--- src/rtl/overflow_arbiter_pkg.sv ---
// overflow_arbiter_pkg: shared chess-clock constants, arbiter state encodings and index-width helper.
package overflow_arbiter_pkg;

    typedef logic [1:0] state_t;

    localparam state_t ST_IDLE  = 2'b00;
    localparam state_t ST_RUN   = 2'b01;
    localparam state_t ST_ENDED = 2'b10;

    localparam int N_CH_MIN = 2;
    localparam int N_CH_MAX = 8;

    // Width of a channel index; never narrower than one bit.
    function automatic int idx_w(input int n);
        return (n <= 2) ? 1 : $clog2(n);
    endfunction

endpackage

--- src/rtl/ovf_prio_enc.sv ---
// ovf_prio_enc: lowest-index priority encoder with a more-than-one-set detector.
module ovf_prio_enc
    import overflow_arbiter_pkg::*;
#(
    parameter int N_CH = 2,
    localparam int IDXW = idx_w(N_CH)
) (
    input  logic [N_CH-1:0] q,
    output logic [IDXW-1:0] idx,
    output logic            multi
);

    // Scanning downward lets the lowest set bit win the last assignment.
    always_comb begin
        idx = '0;
        for (int i = N_CH - 1; i >= 0; i--)
            if (q[i]) idx = IDXW'(i);
    end

    // Clearing the lowest set bit leaves something only if two or more were set.
    assign multi = |(q & (q - N_CH'(1)));

endmodule

--- src/rtl/overflow_arbiter.sv ---
// overflow_arbiter: decides which player's clock overflowed first and latches the result
// until the game end is acknowledged.
module overflow_arbiter
    import overflow_arbiter_pkg::*;
#(
    parameter int N_CH = 2,
    parameter int EDGE_MODE = 1,
    localparam int IDXW = idx_w(N_CH)
) (
    input  logic            CLK,
    input  logic            CLR_N,
    input  logic            CE,
    input  logic            START,
    input  logic            ACK,
    input  logic [N_CH-1:0] OVERFLOW,
    input  logic [N_CH-1:0] MASK,
    output logic            END,
    output logic            TIE,
    output logic [IDXW-1:0] LOSER,
    output logic [N_CH-1:0] LOSER_VEC,
    output logic            ARMED
);

    if (N_CH < N_CH_MIN || N_CH > N_CH_MAX) begin : g_bad_n_ch
        $error("overflow_arbiter: N_CH out of range");
    end

    state_t          state;
    logic [N_CH-1:0] ovf_d;
    logic [N_CH-1:0] ev;
    logic [N_CH-1:0] q;
    logic [IDXW-1:0] idx;
    logic            multi;

    // Tracked every cycle so edges seen while idle or clock-disabled are consumed.
    always_ff @(posedge CLK or negedge CLR_N)
        if (!CLR_N) ovf_d <= '0;
        else        ovf_d <= OVERFLOW;

    assign ev = (EDGE_MODE != 0) ? (OVERFLOW & ~ovf_d) : OVERFLOW;
    assign q  = ev & ~MASK & {N_CH{CE}};

    ovf_prio_enc #(.N_CH(N_CH)) u_prio (
        .q     (q),
        .idx   (idx),
        .multi (multi)
    );

    always_ff @(posedge CLK or negedge CLR_N) begin
        if (!CLR_N) begin
            state     <= ST_IDLE;
            END       <= 1'b0;
            TIE       <= 1'b0;
            ARMED     <= 1'b0;
            LOSER     <= '0;
            LOSER_VEC <= '0;
        end else begin
            case (state)
                ST_IDLE:
                    if (START) begin
                        state <= ST_RUN;
                        ARMED <= 1'b1;
                    end
                ST_RUN:
                    if (|q) begin
                        state     <= ST_ENDED;
                        ARMED     <= 1'b0;
                        END       <= 1'b1;
                        TIE       <= multi;
                        LOSER     <= idx;
                        LOSER_VEC <= q;
                    end
                ST_ENDED:
                    if (ACK) begin
                        state     <= ST_IDLE;
                        END       <= 1'b0;
                        TIE       <= 1'b0;
                        LOSER     <= '0;
                        LOSER_VEC <= '0;
                    end
                default: begin
                    state     <= ST_IDLE;
                    END       <= 1'b0;
                    TIE       <= 1'b0;
                    ARMED     <= 1'b0;
                    LOSER     <= '0;
                    LOSER_VEC <= '0;
                end
            endcase
        end
    end

endmodule
--- config.mk ---
export PLATFORM = sky130hd
export DESIGN_NAME = overflow_arbiter
export DESIGN_NICKNAME = d
export VERILOG_FILES = /design/src/rtl/overflow_arbiter_pkg.sv /design/src/rtl/ovf_prio_enc.sv /design/src/rtl/overflow_arbiter.sv
export SDC_FILE = /design/constraint.sdc
export NUM_CORES = 1
export LEC_CHECK = 0
export BUFFER_PORTS_ARGS = -buffer_cell sky130_fd_sc_hd__buf_2
export CAP_MARGIN = 20
export CORE_AREA = 2 2 39 41
export DETAILED_ROUTE_END_ITERATION = 16
export DIE_AREA = 0 0 41 43
export PLACE_DENSITY = 0.7
export REMOVE_ABC_BUFFERS = 1
export SLEW_MARGIN = 30
export SYNTH_ARGS = -nofsm -noshare
export SYNTH_HDL_FRONTEND = slang
export SYNTH_SLANG_ARGS = --single-unit
--- constraint.sdc ---
create_clock -name CLK -period 1.2 [get_ports CLK]
set_input_delay 0.06 -clock CLK [delete_from_list [all_inputs] [get_ports CLK]]
set_output_delay 0.06 -clock CLK [all_outputs]
set_load 0.01 [all_outputs]
Yosys cells after proc, flatten, opt, wreduce, memory -nomap -nowiden. Cells that the tools add are included. W data, S select, Z words.

Register bits: 10. Input port bits: 9. Word-level logic and storage cells: 45.

Add/sub/neg operators: 1. Eq/ne operators: 5. Multiplexer cells: 18. Bitwise operators: 8. Reductions and logical operators: 6.

Operator list (count): $pmux W1 S3 (4); $pmux W2 S3 (2); $reduce_and A3 Y1 (3); $and A2 B2 Y2 (4); $mux W1 (8); $mux W2 (4); $ne A2 B2 Y1 const B (3); $not A2 Y2 (2); $reduce_or A2 Y1 (2); $eq A2 B1 Y1 const B (1); $eq A2 B2 Y1 const B (1); $logic_not A2 Y1 (1); $not A1 Y1 (2); $sub A2 B1 Y2 const B (1).

Depth between registers and ports, before layout. Gate-level depths: netlist of the first run.

Depth after elaboration: 9. Gate-level depth with buffers: 3. Depth with buffers taken out: 3.

By module. Synthesis of the first run repeated with hierarchy kept, for this count alone.

Cell total of the unflattened synthesis: 38. Area total of the unflattened synthesis: 464.2 um2.

By module, submodules not included: overflow_arbiter (instances 1, cells each 36, area each 447.9 um2); ovf_prio_enc (instances 1, cells each 2, area each 16.3 um2).

Least setup slack after synthesis of the first run. OpenSTA, ideal clock, no wires.

Kind: register -> register. Start: reg ovf_d[1]. End: reg TIE. Library setup time: 126 ps. Arrival: 1084 ps. Required time: 1074 ps. Slack: -10 ps. Stages on the path, launching flop included: 4. Buffers on the path: 0. Clock period less this slack: 1210 ps. Cells stage by stage: dfrtp_1 -> nand4bb_4 -> a21o_1 -> a311o_1.

Longest elaborated chain between the ends: 9. Elaborated cells on any way between the ends: 12. Classes of those cells: 1 x add/sub; 1 x eq/ne; 2 x mux; 5 x bitwise; 3 x reduce/logical.

RTL lines: from (decl) (RTL line overflow_arbiter.sv:29) `logic [N_CH-1:0] ovf_d;`; from (signal assigned) (RTL line overflow_arbiter.sv:37) `if (!CLR_N) ovf_d <= '0;`; from (signal assigned) (RTL line overflow_arbiter.sv:38) `else ovf_d <= OVERFLOW;`; $not A2 Y2 * (RTL line overflow_arbiter.sv:40) `assign ev = (EDGE_MODE != 0) ? (OVERFLOW & ~ovf_d) : OVERFLOW;`; $and A2 B2 Y2 * (RTL line overflow_arbiter.sv:40); $and A2 B2 Y2 * (2 in series) (RTL line overflow_arbiter.sv:41) `assign q = ev & ~MASK & {N_CH{CE}};`; $sub A2 B1 Y2 (RTL line ovf_prio_enc.sv:21) `assign multi = |(q & (q - N_CH'(1)));`; $and A2 B2 Y2 (RTL line ovf_prio_enc.sv:21); $reduce_or A2 Y1 (RTL line ovf_prio_enc.sv:21); $mux W1 (RTL line overflow_arbiter.sv:65) `if (|q) begin`; $pmux W1 S3 (RTL line overflow_arbiter.sv:58) `case (state)`; to (signal assigned) (RTL line overflow_arbiter.sv:69) `TIE <= multi;`; to (decl) (RTL line overflow_arbiter.sv:18) `output logic TIE,`.

Mark *: on every way between the ends. The rest lies on a longest branch, timed or not. The select of a mux whose other input is x is not followed. A chain may end at the register's enable or synchronous reset.

Worst setup path after layout of the first run. Ends and elaborated chain as after synthesis.

==> results by group, run 1 <==
Detailed routing
  • Via/cell ratio: 5.08
  • Drt pass-1 iters: 2
  • WL/cell: 12.7 µm
  • DRT antenna net count: 0
  • Vias: 396
  • # DRC: 0
  • WL final: 988 µm
  • Initial DRC Count: 7

Finish
  • Ant diodes: 0
  • Final net count: 73
  • Commonest non-fill, non-tap cell in the layout: buf_2
  • Most frequent cells in the layout: 14 x buf_2, 10 x dfrtp_1, 6 x buf_4
  • Share of cells above drive strength 1: 45.2%
  • Area Overhead vs Synth: 43.5%
  • Filler cells: 143

Clocking
  • Clk slew on worst S/H paths: 0.06 ns
  • Root Driver: clkbuf_4
  • CTS sink cnt: 10
  • Clock buffer count from CTS: 3
  • CTS tree: yes
  • CTS H-tree lvls: 1
  • Clk_lat worst skew: 0.25 ns
  • Clock buffer depth: 2

Worst setup path
  • Worst path cell trace: nand4bb_4 > a21o_1 > a311o_1
  • WS Path Type: reg -> reg
  • CP max stage cell: dfrtp_1
  • Critical Path RT: 1.34 ns
  • RR Startpoint: ovf_d[1]
  • R2R depth: 3
  • Reg-to-reg slack, setup: 0.01 ns
  • Worst R2R End: TIE
  • Critical Path Source: ovf_d[1]
  • Crit path max fanout: 3
  • CP arrival: 1.33 ns
  • Startpoint types: flip-flop
  • Setup crit end kind: flip-flop
  • Crit path to: TIE
  • Crit-path max cell delay: 0.37 ns

STA
  • RSZ-0062 raised after global routing: true
  • Slew HR: 83.6%
  • Final hold violation count: 0
  • Minimum clock period: 1.19 ns
  • Endpoints failing setup: 0
  • Tcrit/Tclk final: 99.0%
  • Least-Margin Pin Slew: 0.246 ns
  • Max-slew violations: 0
  • Post-route setup TNS: 0 ns
  • Hold slack: 0.0636 ns
  • Fmax: 841 MHz
  • Worst clock skew: 0.000509 ns

Placement
  • PortBufs: 14
  • DP HPWL: 746 µm
  • RePlAce Congestion: 0.755

Floorplan
  • Io pins: 15
  • Initial Util: 32.5%
  • Chip width: 41 µm
  • Die span in y: 43 µm
  • Die Area: 1760 µm²
  • Site Rows: 14
  • CORE AREA: 1380 µm²

Yosys
  • Seq cells post-synth: 10
  • Synth Instances: 36
  • Mapped Avg Cell Area: 12.5 µm²
  • Sequential share of the synthesized area: 55.7%
  • Area of the mapped netlist: 449 µm²
  • Post-synth cell types: 18
  • Synth warnings: 0

Run status
  • Status: finished clean

Run
  • Max Cap Viol: 0

Global routing
  • GRT Total Usage: 14.5%
  • Initial antenna violation count: 0
  • First-pass GRT wire length: 1700 µm
  • Number of global-route vias before repair: 404
  • Total grt overflow: 0
  • Largest net degree at the start of global routing: 11

Power and ir drop
  • Power per Cell Area: 1950 nW/µm²
  • Pleak: 0.295 nW
  • Worst vdd rail ir drop: 0.697 mV

Worst hold path
  • Hold Path Origin: START
  • HP Class: in -> reg
-- synth_stat cells --
cell / count / area, µm²
a21o_1: 1 / 7.51
a21oi_1: 1 / 5.00
a22o_1: 1 / 8.76
a311o_1: 1 / 10.0
a31o_2: 1 / 8.76
a32o_1: 2 / 20.0
and2_1: 1 / 6.26
dfrtp_1: 10 / 250
inv_1: 2 / 7.51
nand2_1: 2 / 7.51
nand2b_1: 1 / 6.26
nand3_1: 1 / 5.00
nand4bb_4: 2 / 55.1
nor2_1: 2 / 7.51
nor3_1: 1 / 5.00
o211ai_1: 1 / 7.51
o21ai_0: 5 / 25.0
or2_2: 1 / 6.26
-- logic make-up (layout without fill, tap and decap cells) --
| family | Yosys count | after routing | share of synthesized area (%) |
|---|---|---|---|
| buffers and inverters | 2 | 28 | 1.67 |
| AND/OR/NAND/NOR | 11 | 11 | 22.0 |
| AO/OA/AOI/OAI | 13 | 13 | 20.6 |
| flip-flops | 10 | 10 | 55.7 |
-- sequential cells by signal, indices dropped and copies added, names as in the netlist --
register   flops
LOSER_VEC      2
ovf_d          2
state          2
ARMED          1
END            1
LOSER          1
TIE            1
-- power by group --
group          leakage [nW]  switching [mW]  internal, mW
sequential            0.121          0.0793         0.464
combinational         0.160           0.236         0.256
clock                0.0138           0.106         0.116
-- through the flow --
step,setup WS [ns],area [µm²],instances,power (mW),utilization (%)
3_5_place_dp,-0.0525,577,71,1.03,41.7
3_3_place_gp,-0.0215,577,71,1.01,41.7
6_report,0.0115,644,78,1.26,46.6
4_1_cts,-0.0544,637,78,1.26,46.0
2_1_floorplan,-0.0104,449,36,0.791,-
5_1_grt,-0.0315,644,78,1.36,46.6
-- per-layer routing --
| layer | track usage [%] | wire length, µm |
|---|---|---|
| met1 | 19.0 | 463 |
| met2 | 21.3 | 482 |
| met3 | 3.14 | 43 |
| met4 | 8.00 | 0 |
| met5 | 0 | 0 |
-- final cells by class --
class	instances	area [µm²]	area share (%)
flip-flops and latches	10	250	38.8
inverters	2	7.51	1.17
well taps	16	20.0	3.11
clock buffers	3	22.5	3.50
multi-input cells	24	199	30.9
repair buffers	23	145	22.5
-- worst min path at each step --
stage                   end  depth (start not counted)
4_1_cts            state[0]                          3
3_5_place_dp   LOSER_VEC[1]                          1
5_1_grt            state[0]                          3
2_1_floorplan         ARMED                          0
6_report           state[0]                          3
3_3_place_gp   LOSER_VEC[1]                          1
-- worst max-delay path: cells and delay by family, from the launching register on --
kind | cells | cell delay [ns]
DFF | 1 | 0.37
AOI/OAI and AO/OA | 2 | 0.47
and+or+nand+nor | 1 | 0.23
-- repair_timing --
item | in CTS | in global routing
setup buffers | 1 | 0
pin swaps | 1 | 3
gates resized for setup | 0 | 5
hold buffers | 3 | 0
setup endpoints to repair | 3 | 5
hold endpoints to repair | 12 | 0
(Power assumes the default switching activity.)
==> inputs of run 2 (changes only) <==
--- a/config.mk
+++ b/config.mk
@@ -10,9 +10,10 @@
 export CORE_AREA = 2 2 39 41
 export DETAILED_ROUTE_END_ITERATION = 16
 export DIE_AREA = 0 0 41 43
-export PLACE_DENSITY = 0.7
+export PLACE_DENSITY = 0.69
 export REMOVE_ABC_BUFFERS = 1
 export SLEW_MARGIN = 30
 export SYNTH_ARGS = -nofsm -noshare
 export SYNTH_HDL_FRONTEND = slang
+export SYNTH_HIERARCHICAL = 1
 export SYNTH_SLANG_ARGS = --single-unit
==> constraint.sdc (replaced) <==
create_clock -name CLK -period 1.5 [get_ports CLK]
set_input_delay 0.075 -clock CLK [delete_from_list [all_inputs] [get_ports CLK]]
set_output_delay 0.075 -clock CLK [all_outputs]
set_load 0.01 [all_outputs]
==> results by group, run 2 <==
Floorplan
  • Io pins: 15 (unchanged)
  • Die Area: 1760 µm² (unchanged)
  • Chip width: 41 µm (unchanged)
  • Site Rows: 14 (unchanged)
  • CORE AREA: 1380 µm² (unchanged)
  • Die span in y: 43 µm (unchanged)
  • Initial Util: 33.5% (was 32.5%)

STA
  • RSZ-0062 raised after global routing: false (was true)
  • Post-route setup TNS: 0 ns (unchanged)
  • Worst clock skew: 0.00416 ns (was 0.000509 ns)
  • Endpoints failing setup: 0 (unchanged)
  • Max-slew violations: 0 (unchanged)
  • Tcrit/Tclk final: 86.8% (was 99.0%)
  • Minimum clock period: 1.30 ns (was 1.19 ns)
  • Fmax: 768 MHz (was 841 MHz)
  • Final hold violation count: 0 (unchanged)
  • Least-Margin Pin Slew: 0.235 ns (was 0.246 ns)
  • Slew HR: 84.4% (was 83.6%)

Worst setup path
  • Critical Path RT: 1.65 ns (was 1.34 ns)
  • Startpoint types: flip-flop (unchanged)
  • RR Startpoint: ovf_d[0] (was ovf_d[1])
  • R2R depth: 4 (was 3)
  • Reg-to-reg slack, setup: 0.20 ns (was 0.01 ns)
  • Crit path max fanout: 5 (was 3)
  • Critical Path Source: ovf_d[0] (was ovf_d[1])
  • Setup crit end kind: flip-flop (unchanged)
  • CP arrival: 1.45 ns (was 1.33 ns)
  • WS Path Type: reg -> reg (unchanged)

Yosys
  • Commonest cells post-synth: 10 x dfrtp_1, 3 x inv_1, 3 x nand2b_1 (was 10 x dfrtp_1, 5 x o21ai_0)
  • Primary FF master, synth: dfrtp_1 (unchanged)
  • Sequential share of the synthesized area: 53.9% (was 55.7%)
  • Synth top area cells: dfrtp_1 54%, nand4bb_4 5.9%, nand2b_1 4.0% (was dfrtp_1 56%, nand4bb_4 12%, o21ai_0 5.6%)
  • Area of the mapped netlist: 464 µm² (was 449 µm²)
  • Top-area cell type share of the netlist area: 53.9% (was 55.7%)
  • Area leader, netlist: dfrtp_1 (unchanged)
  • Seq cells post-synth: 10 (unchanged)
  • Synth warnings: 6 (was 0)
  • Synth Instances: 38 (was 36)
  • Mapped Avg Cell Area: 12.2 µm² (was 12.5 µm²)
  • Ys async rst share: 100% (unchanged)
  • Most common cell in the synthesized netlist: dfrtp_1 (unchanged)
  • Post-synth cell types: 22 (was 18)
  • Post-synth EDFFs: 0 (unchanged)

Clocking
  • Root Driver: clkbuf_4 (unchanged)
  • CTS H-tree lvls: 1 (unchanged)
  • CTS tree: yes (unchanged)
  • Setup bufs post-CTS: 0 (was 1)
  • Clock buffer depth: 2 (unchanged)
  • Clock buffer count from CTS: 3 (unchanged)
  • Clk slew on worst S/H paths: 0.07 ns (was 0.06 ns)
  • CTS sink cnt: 10 (unchanged)
  • Clk_lat worst skew: 0.26 ns (was 0.25 ns)

Placement
  • PortBufs: 14 (unchanged)
  • Cell Area, Placed: 554 µm² (was 577 µm²)
  • DP HPWL: 695 µm (was 746 µm)
  • RePlAce Congestion: 0.738 (was 0.755)

Detailed routing
  • WL final: 915 µm (was 988 µm)
  • WL/cell: 12.2 µm (was 12.7 µm)
  • Initial DRC Count: 4 (was 7)
  • Via/cell ratio: 4.79 (was 5.08)
  • # DRC: 0 (unchanged)
  • Vias: 359 (was 396)
  • Drt pass-1 iters: 3 (was 2)
  • DRT antenna net count: 0 (unchanged)

Global routing
  • GRT Total Usage: 12.9% (was 14.5%)
  • Number of global-route vias before repair: 344 (was 404)
  • Largest net degree at the start of global routing: 11 (unchanged)
  • First-pass GRT wire length: 1470 µm (was 1700 µm)
  • Total grt overflow: 0 (unchanged)
  • Initial antenna violation count: 0 (unchanged)

Finish
  • Filler cells: 129 (was 143)
  • Commonest non-fill, non-tap cell in the layout: buf_2 (unchanged)
  • Share of cells above drive strength 1: 42.4% (was 45.2%)
  • Final Cell Area: 621 µm² (was 644 µm²)
  • Ant diodes: 0 (unchanged)
  • Multi-input logic area: 198 µm² (was 199 µm²)
  • Area Overhead vs Synth: 33.7% (was 43.5%)
  • Final net count: 69 (was 73)
  • Biggest regs: LOSER_VEC (2), ovf_d (2), state (2) (unchanged)
  • Storage cell area: 250 µm² (unchanged)
  • Most frequent cells in the layout: 14 x buf_2, 10 x dfrtp_1 (was 14 x buf_2, 10 x dfrtp_1, 6 x buf_4)

Power and ir drop
  • Power per Cell Area: 1440 nW/µm² (was 1950 nW/µm²)
  • Pleak: 0.312 nW (was 0.295 nW)
  • Worst vdd rail ir drop: 0.524 mV (was 0.697 mV)

Worst hold path
  • HP Class: in -> reg (unchanged)
  • Hold Path Origin: START (unchanged)
  • Depth of the worst hold-timing path: 3 (unchanged)

Run status
  • Status: finished clean (unchanged)

Run
  • Max Cap Viol: 0 (unchanged)
-- run 2: final timing paths --
path                                 to
max reg2reg                       LOSER
max in group asynchronous  LOSER_VEC[1]
min reg2reg                         TIE
max                               LOSER
min in group asynchronous         ARMED
min                            state[0]
-- run 2: critical path: stages (launching register included) --
cell and delay (ns):
dfrtp_1 0.35, nand4bb_2 0.24, inv_1 0.16, and2b_2 0.23
a22o_1 0.21
-- run 2: where the power goes --
part / switching (mW) / total (mW) / internal (mW)
combinational: 0.127 / 0.252 / 0.124
sequential: 0.0574 / 0.400 / 0.343
clock: 0.0932 / 0.240 / 0.147
total: 0.278 / 0.892 / 0.614
-- run 2: area by class of cell --
class	instances	area share (%)
clock buffers	4	5.85
inverters	4	2.62
multi-input cells	24	31.9
flip-flops and latches	10	40.3
well taps	16	3.23
repair buffers	17	16.1
-- run 2: repair_timing --
item | CTS | global route
gates resized for setup | 0 | 0
hold endpoints to repair | 12 | 0
hold buffers | 3 | 0
-- run 2: stage by stage --
stage	power [mW]	instances	worst slack (ns)	utilization (%)	hold slack (ns)
after detailed placement	0.655	68	0.215	40.1	-0.0482
after global placement	0.647	68	0.254	40.1	-0.0516
after global routing	0.968	75	0.165	44.8	0.110
final	0.892	75	0.197	44.8	0.114
after CTS	0.907	75	0.186	44.8	0.106
after floorplan	0.551	38	0.287	-	-0.221
-- run 2: routing by layer --
metal	global-route usage, %	wire length [µm]	share of wire [%]
met1	16.9	434	47
met2	17.2	420	46
met4	8.00	10	1.1
met3	4.71	51	5.6
met5	0	0	0
-- run 2: logic make-up after synthesis --
kind of cell | Yosys count | synth area share (%)
compound gates | 13 | 21.3
simple gates | 11 | 21.3
flops | 10 | 53.9
buf+inv | 4 | 3.50
==> inputs of run 3 (changes only) <==
==> constraint.sdc (replaced) <==
create_clock -name CLK -period 1.5 [get_ports CLK]
set_input_delay 0.45 -clock CLK [delete_from_list [all_inputs] [get_ports CLK]]
set_output_delay 0.45 -clock CLK [all_outputs]
set_load 0.01 [all_outputs]
==> results by group, run 3 (same netlist as run 2, synthesis figures left out) <==
Finish
  • Final Cell Area: 584 µm² (was 621 µm²)
  • Final net count: 67 (was 69)
  • Final core utilization: 42.2% (was 44.8%)
  • Biggest regs: LOSER_VEC (2), ovf_d (2), state (2) (unchanged)
  • Ant diodes: 0 (unchanged)
  • Share of cells above drive strength 1: 44.6% (was 42.4%)
  • Most frequent cells in the layout: 14 x buf_2, 10 x dfrtp_1, 3 x inv_1, 3 x nand2b_1, 3 x clkbuf_4 (was 14 x buf_2, 10 x dfrtp_1)
  • Area Overhead vs Synth: 25.9% (was 33.7%)
  • Commonest non-fill, non-tap cell in the layout: buf_2 (unchanged)

Global routing
  • Number of global-route vias before repair: 312 (was 344)
  • Largest net degree at the start of global routing: 11 (unchanged)
  • First-pass GRT wire length: 1320 µm (was 1470 µm)
  • GRT Total Usage: 11.9% (was 12.9%)
  • Initial antenna violation count: 0 (unchanged)
  • Total grt overflow: 0 (unchanged)

Clocking
  • Clk_lat worst skew: 0.26 ns (about the same)
  • CTS H-tree lvls: 1 (unchanged)
  • Clk slew on worst S/H paths: 0.06 ns (was 0.07 ns)
  • Root Driver: clkbuf_4 (unchanged)
  • Cts hold-fix bufs: 0 (was 3)
  • CTS sink cnt: 10 (unchanged)
  • Setup bufs post-CTS: 0 (unchanged)
  • Clock buffer depth: 2 (unchanged)
  • Post-CTS Resized: 0 (unchanged)
  • CTS tree: yes (unchanged)
  • Clock buffer count from CTS: 3 (unchanged)

Worst setup path
  • Worst Path Buf+Inv: 1 (unchanged)
  • CP arrival: 0.78 ns (was 1.45 ns)
  • Startpoint types: flip-flop (unchanged)
  • CP max stage cell: dfrtp_1 (unchanged)
  • Critical Path RT: 1.05 ns (was 1.65 ns)
  • Setup crit end kind: output port (was flip-flop)
  • Crit path max fanout: 2 (was 5)
  • Critical path's top delay family: flip-flops (was simple AND/OR/NAND/NOR gates)
  • Worst path cell trace: buf_2 (was nand4bb_2 > inv_1 > and2b_2 > a22o_1)
  • Crit-path max cell delay: 0.38 ns (was 0.35 ns)
  • WS Path Type: reg -> out (was reg -> reg)

STA
  • Worst clock skew: 0.000906 ns (was 0.00416 ns)
  • RSZ-0062 raised after global routing: false (unchanged)
  • Slew HR: 83.6% (was 84.4%)
  • Minimum clock period: 1.23 ns (was 1.30 ns)
  • Max-slew violations: 0 (unchanged)
  • Tcrit/Tclk final: 82.0% (was 86.8%)
  • Final hold violation count: 0 (unchanged)
  • Fmax: 813 MHz (was 768 MHz)
  • Least-Margin Pin Slew: 0.243 ns (was 0.235 ns)
  • Hold slack: 0.0364 ns (was 0.114 ns)
  • Endpoints failing setup: 0 (unchanged)
  • Post-route setup TNS: 0 ns (unchanged)

Power and ir drop
  • Power per Cell Area: 1400 nW/µm² (was 1440 nW/µm²)
  • Worst vdd rail ir drop: 0.463 mV (was 0.524 mV)
  • Tot Pwr: 0.818 mW (was 0.892 mW)
  • Pleak: 0.298 nW (was 0.312 nW)

Run
  • Max Cap Viol: 0 (unchanged)

Detailed routing
  • WL final: 869 µm (was 915 µm)
  • Vias: 337 (was 359)
  • Via/cell ratio: 4.68 (was 4.79)
  • # DRC: 0 (unchanged)
  • WL/cell: 12.1 µm (was 12.2 µm)
  • Initial DRC Count: 2 (was 4)
  • DRT antenna net count: 0 (unchanged)
  • Drt pass-1 iters: 2 (was 3)

Placement
  • Cell Area, Placed: 562 µm² (was 554 µm²)
  • PortBufs: 14 (unchanged)
  • RePlAce Congestion: 0.805 (was 0.738)

Floorplan
  • Site Rows: 14 (unchanged)
  • Initial Util: 33.5% (unchanged)
  • Die span in y: 43 µm (unchanged)
  • Die Area: 1760 µm² (unchanged)
  • CORE AREA: 1380 µm² (unchanged)
  • Io pins: 15 (unchanged)
  • Chip width: 41 µm (unchanged)

Run status
  • Status: finished clean (unchanged)

Worst hold path
  • HP Class: in -> async (was in -> reg)
==> run 3: worst paths after layout <==
path                       slack (ns)       end        start  depth (start not counted)
max                              0.27       TIE          TIE                          1
min                              0.04     ARMED        CLR_N                          1
max reg2reg                      0.27     LOSER     ovf_d[0]                          4
min reg2reg                      0.51     LOSER        LOSER                          1
max in group asynchronous        1.28       TIE        CLR_N                          1
min in group CLK                 0.32  ovf_d[0]  OVERFLOW[0]                          1
==> run 3: cell type report <==
class	instances	area (µm²)
clock buffers	3	22.5
inverters	4	16.3
multi-input cells	24	198
well taps	16	20.0
repair buffers	15	77.6
fillers	135	800
flip-flops and latches	10	250
==> run 3: stage by stage <==
| step | worst slack [ns] | instances |
|---|---|---|
| 5_1_grt | 0.227 | 72 |
| 4_1_cts | 0.257 | 72 |
| 6_report | 0.270 | 72 |
| 2_1_floorplan | 0.155 | 38 |
| 3_5_place_dp | 0.0529 | 69 |
| 3_3_place_gp | 0.0864 | 69 |
==> run 3: power by group <==
part	switching, mW	leakage (nW)	internal (mW)
combinational	0.122	0.161	0.120
sequential	0.0560	0.123	0.343
clock	0.0853	0.0138	0.0924
total	0.263	0.298	0.555
==> run 3: per-layer routing <==
metal / global-route usage [%] / part of all wire, %
met5: 0 / 0
met4: 10.0 / 2.6
met3: 3.14 / 6.1
met2: 15.6 / 46
met1: 15.2 / 45
==> run 3: worst register-to-register path, delay by kind of cell (launching register included) <==
family | cells | cell delay [ns]
AOI/OAI and AO/OA | 1 | 0.20
buffers and inverters | 1 | 0.11
DFF | 1 | 0.35
and+or+nand+nor | 2 | 0.46
